<file path="config.mk">
export PLATFORM = sky130hd
export DESIGN_NAME = snake_body_flat
export DESIGN_NICKNAME = d
export VERILOG_FILES = /design/src/rtl/snake_pkg.sv /design/src/rtl/snake_body_if.sv /design/src/rtl/snake_next_head.sv /design/src/rtl/snake_body.sv /design/src/flat_wrapper.sv
export SDC_FILE = /design/constraint.sdc
export NUM_CORES = 1
export LEC_CHECK = 0
export CORE_MARGIN = 1
export CORE_UTILIZATION = 55
export CTS_CLUSTER_SIZE = 30
export DETAILED_ROUTE_END_ITERATION = 8
export PLACE_DENSITY = 0.85
export SYNTH_ARGS = -nofsm -noshare
export SYNTH_HDL_FRONTEND = slang
export SYNTH_SLANG_ARGS = --single-unit
</file>
<file path="constraint.sdc">
create_clock -name clk -period 9.9 [get_ports clk]
set_input_delay 1.98 -clock clk [delete_from_list [all_inputs] [get_ports clk]]
set_output_delay 1.98 -clock clk [all_outputs]
set_load 0.02 [all_outputs]
</file>
<file path="src/rtl/snake_pkg.sv">
// Shared types and constants for the snake body stage: positions, directions, FSM states.
package snake_pkg;

    typedef logic [9:0] pos_t;
    typedef enum logic [1:0] {
        UP    = 2'd0,
        RIGHT = 2'd1,
        DOWN  = 2'd2,
        LEFT  = 2'd3
    } dir_t;

    typedef logic [1:0] state_t;
    localparam state_t IDLE = 2'd0;
    localparam state_t RUN  = 2'd1;
    localparam state_t DEAD = 2'd2;

    localparam int   MAX_LEN  = 32'd16;
    localparam pos_t SENTINEL = 10'h3FF;

    typedef pos_t [MAX_LEN-1:0] body_t;

    // Opposite heading: up<->down and left<->right differ only in bit 1.
    function automatic dir_t reverse(input dir_t d);
        return dir_t'(d ^ 2'd2);
    endfunction

endpackage

</file>
<file path="src/rtl/snake_body_if.sv">
// Control and body bus between the snake body stage and its controller / collision checker.
interface snake_body_if;
    import snake_pkg::*;

    logic       start;
    logic       tick;
    logic       dir_valid;
    dir_t       dir;
    logic       grow;
    logic       stop;
    body_t      snake;
    logic [4:0] length;
    logic       moved;
    logic       alive;
    logic       wall_hit;

    modport master (
        output start, tick, dir_valid, dir, grow, stop,
        input  snake, length, moved, alive, wall_hit
    );

    modport slave (
        input  start, tick, dir_valid, dir, grow, stop,
        output snake, length, moved, alive, wall_hit
    );

endinterface

</file>
<file path="src/rtl/snake_next_head.sv">
// Combinational next-head calculation on 5-bit x/y fields.
// SNAKE_WRAP_EN defined: grid edges wrap; otherwise off_grid flags an exit.
module snake_next_head
    import snake_pkg::*;
#(
    parameter int GRID_W = 30,
    parameter int GRID_H = 30
) (
    input  pos_t pos,
    input  dir_t dir,
    output pos_t nh,
    output logic off_grid
);

    localparam logic [4:0] X_MAX = 5'(GRID_W - 1);
    localparam logic [4:0] Y_MAX = 5'(GRID_H - 1);
`ifdef SNAKE_WRAP_EN
    localparam logic WRAP_EN = 1'b1;
`else
    localparam logic WRAP_EN = 1'b0;
`endif

    logic [4:0] x_s;
    logic [4:0] y_s;
    logic [4:0] nx_s;
    logic [4:0] ny_s;
    logic       edge_s;

    assign x_s = pos[4:0];
    assign y_s = pos[9:5];

    // Step one cell; at an edge produce the wrapped coordinate and flag the crossing.
    always_comb begin
        nx_s   = x_s;
        ny_s   = y_s;
        edge_s = 1'b0;
        case (dir)
            UP: begin
                if (y_s == 5'd0) begin
                    edge_s = 1'b1;
                    ny_s   = Y_MAX;
                end else begin
                    ny_s = y_s - 5'd1;
                end
            end
            RIGHT: begin
                if (x_s >= X_MAX) begin
                    edge_s = 1'b1;
                    nx_s   = 5'd0;
                end else begin
                    nx_s = x_s + 5'd1;
                end
            end
            DOWN: begin
                if (y_s >= Y_MAX) begin
                    edge_s = 1'b1;
                    ny_s   = 5'd0;
                end else begin
                    ny_s = y_s + 5'd1;
                end
            end
            LEFT: begin
                if (x_s == 5'd0) begin
                    edge_s = 1'b1;
                    nx_s   = X_MAX;
                end else begin
                    nx_s = x_s - 5'd1;
                end
            end
            default: begin
                nx_s   = x_s;
                ny_s   = y_s;
                edge_s = 1'b0;
            end
        endcase
    end

    assign nh       = {ny_s, nx_s};
    assign off_grid = edge_s & ~WRAP_EN;

endmodule

</file>
<file path="src/rtl/snake_body.sv">
// Snake segment array: direction filtering, growth, wall handling and IDLE/RUN/DEAD control.
// Wall behaviour selected by SNAKE_WRAP_EN (see snake_next_head).
module snake_body
    import snake_pkg::*;
#(
    parameter pos_t INIT_POS = 10'h0C5,
    parameter int   INIT_LEN = 3,
    parameter int   GRID_W   = 30,
    parameter int   GRID_H   = 30
) (
    input  logic         clk,
    input  logic         rst,
    snake_body_if.slave  bus
);

    function automatic body_t reset_image();
        body_t img;
        for (int i = 0; i < MAX_LEN; i++) begin
            img[i] = (i < INIT_LEN) ? pos_t'(INIT_POS - 10'(i)) : SENTINEL;
        end
        return img;
    endfunction

    localparam body_t      RESET_IMG = reset_image();
    localparam logic [4:0] RESET_LEN = 5'(INIT_LEN);
    localparam logic [4:0] FULL_LEN  = 5'(MAX_LEN);

    state_t     state_r;
    body_t      body_r;
    logic [4:0] length_r;
    dir_t       cur_dir_r;
    dir_t       pend_dir_r;
    logic       grow_pend_r;
    logic       moved_r;
    logic       alive_r;
    logic       wall_hit_r;

    pos_t       nh_s;
    logic       off_grid_s;
    logic       step_s;
    logic       do_move_s;
    logic       hit_wall_s;
    logic       restart_s;
    logic       dir_ok_s;
    body_t      shifted_s;
    logic [4:0] len_next_s;

    snake_next_head #(
        .GRID_W (GRID_W),
        .GRID_H (GRID_H)
    ) u_next_head (
        .pos      (body_r[0]),
        .dir      (pend_dir_r),
        .nh       (nh_s),
        .off_grid (off_grid_s)
    );

    // Legality is judged against the heading actually in use, not the pending one.
    assign dir_ok_s   = bus.dir_valid && (bus.dir != reverse(cur_dir_r));
    assign restart_s  = (state_r == DEAD) && bus.start;
    assign step_s     = (state_r == RUN) && bus.tick && !bus.stop;
    assign do_move_s  = step_s && !off_grid_s;
    assign hit_wall_s = step_s && off_grid_s;
    assign len_next_s = (grow_pend_r && (length_r < FULL_LEN)) ? (length_r + 5'd1) : length_r;

    // Shifted body: live segments follow their predecessor, the tail slot fills only when growing.
    always_comb begin
        shifted_s    = body_r;
        shifted_s[0] = nh_s;
        for (int i = 1; i < MAX_LEN; i++) begin
            if ((5'(i) < length_r) || ((5'(i) == length_r) && grow_pend_r)) begin
                shifted_s[i] = body_r[i-1];
            end else begin
                shifted_s[i] = body_r[i];
            end
        end
    end

    // FSM, segment array and request latches.
    always_ff @(posedge clk or posedge rst) begin
        if (rst) begin
            state_r     <= IDLE;
            body_r      <= RESET_IMG;
            length_r    <= RESET_LEN;
            cur_dir_r   <= RIGHT;
            pend_dir_r  <= RIGHT;
            grow_pend_r <= 1'b0;
            moved_r     <= 1'b0;
            alive_r     <= 1'b0;
            wall_hit_r  <= 1'b0;
        end else if (restart_s) begin
            state_r     <= RUN;
            body_r      <= RESET_IMG;
            length_r    <= RESET_LEN;
            cur_dir_r   <= RIGHT;
            pend_dir_r  <= RIGHT;
            grow_pend_r <= 1'b0;
            moved_r     <= 1'b0;
            alive_r     <= 1'b1;
            wall_hit_r  <= 1'b0;
        end else begin
            moved_r <= 1'b0;
            case (state_r)
                IDLE: begin
                    if (bus.start) begin
                        state_r <= RUN;
                        alive_r <= 1'b1;
                    end
                end
                RUN: begin
                    if (bus.stop || hit_wall_s) begin
                        state_r <= DEAD;
                        alive_r <= 1'b0;
                        if (hit_wall_s) begin
                            wall_hit_r <= 1'b1;
                        end
                    end else if (do_move_s) begin
                        body_r    <= shifted_s;
                        length_r  <= len_next_s;
                        cur_dir_r <= pend_dir_r;
                        moved_r   <= 1'b1;
                    end
                end
                DEAD: begin
                    alive_r <= 1'b0;
                end
                default: begin
                    state_r <= IDLE;
                    alive_r <= 1'b0;
                end
            endcase
            if (dir_ok_s) begin
                pend_dir_r <= bus.dir;
            end
            // A grow arriving on the consuming move is kept for the next one.
            if (do_move_s) begin
                grow_pend_r <= bus.grow;
            end else if (bus.grow) begin
                grow_pend_r <= 1'b1;
            end
        end
    end

    assign bus.snake    = body_r;
    assign bus.length   = length_r;
    assign bus.moved    = moved_r;
    assign bus.alive    = alive_r;
    assign bus.wall_hit = wall_hit_r;

endmodule

</file>
<file path="src/flat_wrapper.sv">
// flat-port wrapper written by rule: the top's interface ports become plain ports
module snake_body_flat import snake_pkg::*;
#(
    parameter pos_t INIT_POS = 10'h0C5,
    parameter int   INIT_LEN = 3,
    parameter int   GRID_W   = 30,
    parameter int   GRID_H   = 30
)
  (clk, rst, bus_start, bus_tick, bus_dir_valid, bus_dir, bus_grow, bus_stop, bus_snake, bus_length, bus_moved, bus_alive, bus_wall_hit);
  snake_body_if bus_i ();
  input  logic clk;
  input  logic rst;
  input wire logic [$bits(bus_i.start)-1:0] bus_start;
  input wire logic [$bits(bus_i.tick)-1:0] bus_tick;
  input wire logic [$bits(bus_i.dir_valid)-1:0] bus_dir_valid;
  input wire logic [$bits(bus_i.dir)-1:0] bus_dir;
  input wire logic [$bits(bus_i.grow)-1:0] bus_grow;
  input wire logic [$bits(bus_i.stop)-1:0] bus_stop;
  output wire logic [$bits(bus_i.snake)-1:0] bus_snake;
  output wire logic [$bits(bus_i.length)-1:0] bus_length;
  output wire logic [$bits(bus_i.moved)-1:0] bus_moved;
  output wire logic [$bits(bus_i.alive)-1:0] bus_alive;
  output wire logic [$bits(bus_i.wall_hit)-1:0] bus_wall_hit;
  assign bus_i.start = bus_start;
  assign bus_i.tick = bus_tick;
  assign bus_i.dir_valid = bus_dir_valid;
  assign bus_i.dir = bus_dir;
  assign bus_i.grow = bus_grow;
  assign bus_i.stop = bus_stop;
  assign bus_snake = bus_i.snake;
  assign bus_length = bus_i.length;
  assign bus_moved = bus_i.moved;
  assign bus_alive = bus_i.alive;
  assign bus_wall_hit = bus_i.wall_hit;
  snake_body #(.INIT_POS(INIT_POS), .INIT_LEN(INIT_LEN), .GRID_W(GRID_W), .GRID_H(GRID_H)) u_core (.clk(clk), .rst(rst), .bus(bus_i));
endmodule
</file>
==> results.md <==
- STA classifies the critical path endpoint as a flip-flop.
- The final HPWL from detailed placement is 14600 microns.
- The total DRC errors in the routed layout is 15.
- IR analysis of the VDD net gives a maximum drop of between 0.15 and 0.2 mV.
- The count of nets left with antenna violations once routing finished came out at 0.
- Leaving out fill and tap cells, the most frequent cell in the layout is sky130_fd_sc_hd__clkdlybuf4s50_1.
- Headroom to the max-slew limit came out at 0.248.
- The worst setup path is launched from an input pin.
- By area, the combinational part of the netlist is dominated by multiplexers.
- The proportion of synthesized flip-flops having asynchronous set or reset is 1.00.
- The final RePlAce weighted congestion is approximately 0.93.
- The tree is rooted in a sky130_fd_sc_hd__clkbuf_16.
- The clock passes through at most 2 buffers.
- The filler-free cell count of the finished design is 1137.
- The TritonCTS clock tree is done.
- After clock tree synthesis, the clock-pin slew on the worst setup and hold paths is approximately 0.06 ns.
- The number of placement rows is 44.
- The detailed router's first-iteration violation count is 567.
- Together, buffers and inverters on the worst path number 3.
- The top cell family by delay on the critical path is buffers and inverters.
- The area fraction in compound gates after synthesis was 0.122.
- Counting flops with a built-in enable in the synthesized netlist gives 0.
- Leaving out fill and tap cells, the most frequent cells in the layout are sky130_fd_sc_hd__clkdlybuf4s50_1, sky130_fd_sc_hd__dfstp_2, sky130_fd_sc_hd__nor2_1, sky130_fd_sc_hd__mux2i_1, sky130_fd_sc_hd__inv_1.
- Dividing total power by cell area gives a power density of 258 nW/um^2.
- The yosys synthesis warning count is 0.
- The global-route wire length before repair is 34600 microns.
- The via count of the first global-routing pass is 6384.
- The arrival time of the worst setup path is 5.23 ns.
- Wires add up to 21400 microns.
- The synthesized area divided by synthesized cell count is 10.7 sq um.
- For this run, the total global-route usage over all layers was measured as 0.285.
- The number of storage elements in the synthesis netlist is 175.
- The combined area of the multi-input logic cells is 3330 sq um.
- The shortest clock period the worst path allows after layout is 4.89 ns.
- For the final routed database, the setup TNS stands at 0 ns.
- In this run, post-CTS hold repair placed 0 buffers.
- Entering global routing, the biggest net connects slightly below 100 pins.
- The first TritonRoute pass finished after 8 iterations.
- The measured slew at the worst slew-check pin is 1.12 ns.
- Traced cell by cell, the critical path runs through clkdlybuf4s50_1 -> nand4bb_1 -> nor2_1 -> a22oi_4 -> buf_4 -> inv_2 -> o21ai_1 -> mux2i_1.
- Counting the fill cells in the layout gives 1002.
- The final hold violation count came to 0.
- The placed cell area is 10200 sq um.
- The total global routing overflow is 0.
- The number of antenna violations at the first check in global routing was 0.
- The required time of the critical path is 10.24 ns.
- The die is 125 microns tall.
- For flop-to-flop paths, the worst setup slack is 5.79 ns.
- Of the total synthesized cell area, the portion taken by XOR and XNOR cells is 0.00419.
- Pin placement for this block handled between 150 and 200 I/O pins.
- Measured against the total synthesized area, the mux share comes to 0.128.
- The run finished, with violations left.
- The leakage power is 4.80 nW.
- The total number of clock tree sinks is 175.
- Of the total synthesized cell area, the portion taken by full adders, half adders and majority gates is 0.0150.
- The source-to-sink clock delay at the later pin of the worst-skew pair is about 0.43 ns.
- The die is ~130 microns wide.
- The net count reported at finish is 960.
- The largest single stage delay on the critical path is 0.77 ns.
- The worst hold path belongs to the class reg2reg.
- For this configuration, the core starts out at a cell density of 0.569.
- The checks that failed: DRC.
- The post-route clock skew is 0.0108 ns.
- The final worst slack is 5.01 ns.
- Summing every instance area after synthesis gives 8360 sq um.
- The max-slew violation count is 0.
- The ratio of final minimum period to clock period is 0.494.
- In this run, post-CTS repair resized a total of 0 instances.
- The synthesis-to-finish area growth is 28.2%.
- The core region is 14700 sq um.
- The number of input and output port buffers inserted is 176.
- Summing internal, switching and leakage power gives about 2.8 mW.
- Setup repair after global routing left no endpoint under its margin.
- The number of different library cells used by synthesis comes to 67.
- The CTS buffer count is 17.
- The largest individual stage delay along the critical path comes from the cell sky130_fd_sc_hd__o21ai_1.
- The repair_antennas step left the layout with diodes totalling 0.
- Of all nets on the critical path, the largest fanout is 58.
- The post-CTS repair timing setup buffer count is 0.
- The max-cap violation count is 0.
- Of the cells placed in the final design, the portion with a size suffix greater than 1 is 0.228.
- The depth of the CTS H-tree is 4.
- The sequential fraction of the synthesis area is 0.545.
- The total number of vias is 6532.
- In the final layout, flip-flops and latches occupy 4560 sq um.
- After detailed placement, the design holds a cell count of 1106.
- The post-layout instance area is 10700 sq um.
- The category of the most critical setup path is in2reg.
- The number of standard cells after synthesis is 785.
- The minimum setup slack after placement is 4.64 ns.
- Using the TritonRoute via totals, the vias-per-cell ratio works out to 5.74.
- In the final routed layout, each cell accounts on average for roughly 19 microns.
- The die area is around 16000 sq um.
- Of the total synthesized cell area, the portion taken by AND, OR, NAND and NOR gates is 0.127.
- In the synthesized netlist the dominant register cell turns out to be sky130_fd_sc_hd__dfstp_2.
- The highest clock rate is 204 MHz.
- The total nets after synthesis is 804.
- Setup violations remaining at the end of the flow were counted as 0.
kinds of logic after synthesis:
group                      count (synthesis)
adders and majority gates                 10
muxes                                    101
xor gates and xnor gates                   4
and+or+nand+nor                          219
buffers and inverters                    112
AOI/OAI and AO/OA                        164
DFF                                      175
registers in the layout, indices dropped and copies added (netlist names):
| name | flops |
|---|---|
| u_core.cur_dir_r | 2 |
| u_core.bus.alive | 1 |
| u_core.state_r | 2 |
| u_core.bus.length | 5 |
| u_core.bus.snake | 160 |
| u_core.bus.moved | 1 |
| u_core.pend_dir_r | 2 |
| u_core.bus.wall_hit | 1 |
| u_core.grow_pend_r | 1 |
per-layer routing:
layer / routed length (microns) / GRT usage
met1: 8760 / 0.381
met2: 10500 / 0.465
met3: 1580 / 0.0526
met4: 526 / 0.108
met5: 0 / 0
synthesized netlist by cell type, types with 4 or more instances:
cell type / n / area, sq um
sky130_fd_sc_hd__ha_1: 10 / 125
sky130_fd_sc_hd__nor3_1: 49 / 245
sky130_fd_sc_hd__a211oi_1: 4 / 30.0
sky130_fd_sc_hd__buf_4: 4 / 30.0
sky130_fd_sc_hd__buf_2: 4 / 20.0
sky130_fd_sc_hd__nor2_1: 90 / 338
sky130_fd_sc_hd__a31oi_1: 6 / 37.5
sky130_fd_sc_hd__mux2_4: 10 / 150
sky130_fd_sc_hd__o21ai_1: 13 / 65.1
sky130_fd_sc_hd__and3_1: 5 / 31.3
sky130_fd_sc_hd__mux2_2: 11 / 124
sky130_fd_sc_hd__nand2_1: 30 / 113
sky130_fd_sc_hd__a21oi_1: 62 / 310
sky130_fd_sc_hd__o22a_1: 11 / 96.3
sky130_fd_sc_hd__o21ai_0: 37 / 185
sky130_fd_sc_hd__buf_6: 6 / 67.6
sky130_fd_sc_hd__clkbuf_1: 27 / 101
sky130_fd_sc_hd__inv_1: 67 / 251
sky130_fd_sc_hd__mux2i_1: 80 / 801
sky130_fd_sc_hd__nand2b_1: 11 / 68.8
sky130_fd_sc_hd__a21o_1: 5 / 37.5
sky130_fd_sc_hd__dfstp_2: 145 / 3810
sky130_fd_sc_hd__dfrtp_1: 30 / 751
sky130_fd_sc_hd__nand3_1: 6 / 30.0
area by class of cell:
type,count,share of cell area
Tap cell,184,0.0215
Sequential cell,175,0.425
Timing Repair Buffer,181,0.168
Clock buffer,26,0.0485
Multi-Input combinational cell,498,0.310
Clock inverter,5,0.00257
Inverter,68,0.0243
worst min-delay path: stages, from the launching register on:
cell	delay, ns
sky130_fd_sc_hd__dfstp_2	0.38
sky130_fd_sc_hd__inv_1	0.04
sky130_fd_sc_hd__mux2i_1	0.05
worst paths after layout:
path / to / from / cells after the start
worst max-delay path: u_core.bus.snake[71]$_DFFE_PP1P_ / bus_stop / 8
worst min-delay path: u_core.bus.snake[111]$_DFFE_PP1P_ / u_core.bus.snake[101]$_DFFE_PP1P_ / 2
worst max register to register: u_core.bus.snake[71]$_DFFE_PP1P_ / u_core.bus.snake[5]$_DFFE_PP0P_ / 9
worst min register to register: u_core.bus.snake[111]$_DFFE_PP1P_ / u_core.bus.snake[101]$_DFFE_PP1P_ / 2
max in group asynchronous: u_core.bus.moved$_DFF_PP0_ / rst / 3
min in group asynchronous: u_core.grow_pend_r$_DFFE_PP0P_ / rst / 2
stage by stage:
| step | hold WS [ns] | util |
|---|---|---|
| 2_1_floorplan | 0.502 | - |
| 6_report | 0.473 | 0.730 |
| 5_1_grt | 0.494 | 0.730 |
| 4_1_cts | 0.473 | 0.730 |
| 3_5_place_dp | 0.463 | 0.692 |
| 3_3_place_gp | 0.458 | 0.692 |
report_power, final:
part           leakage (nW)  switching [mW]  internal [mW]
logic                  2.60           0.576          0.427
registers              1.93           0.183          0.958
clock network         0.271           0.264          0.360
total                  4.80            1.02           1.75
(Power assumes the default switching activity.)
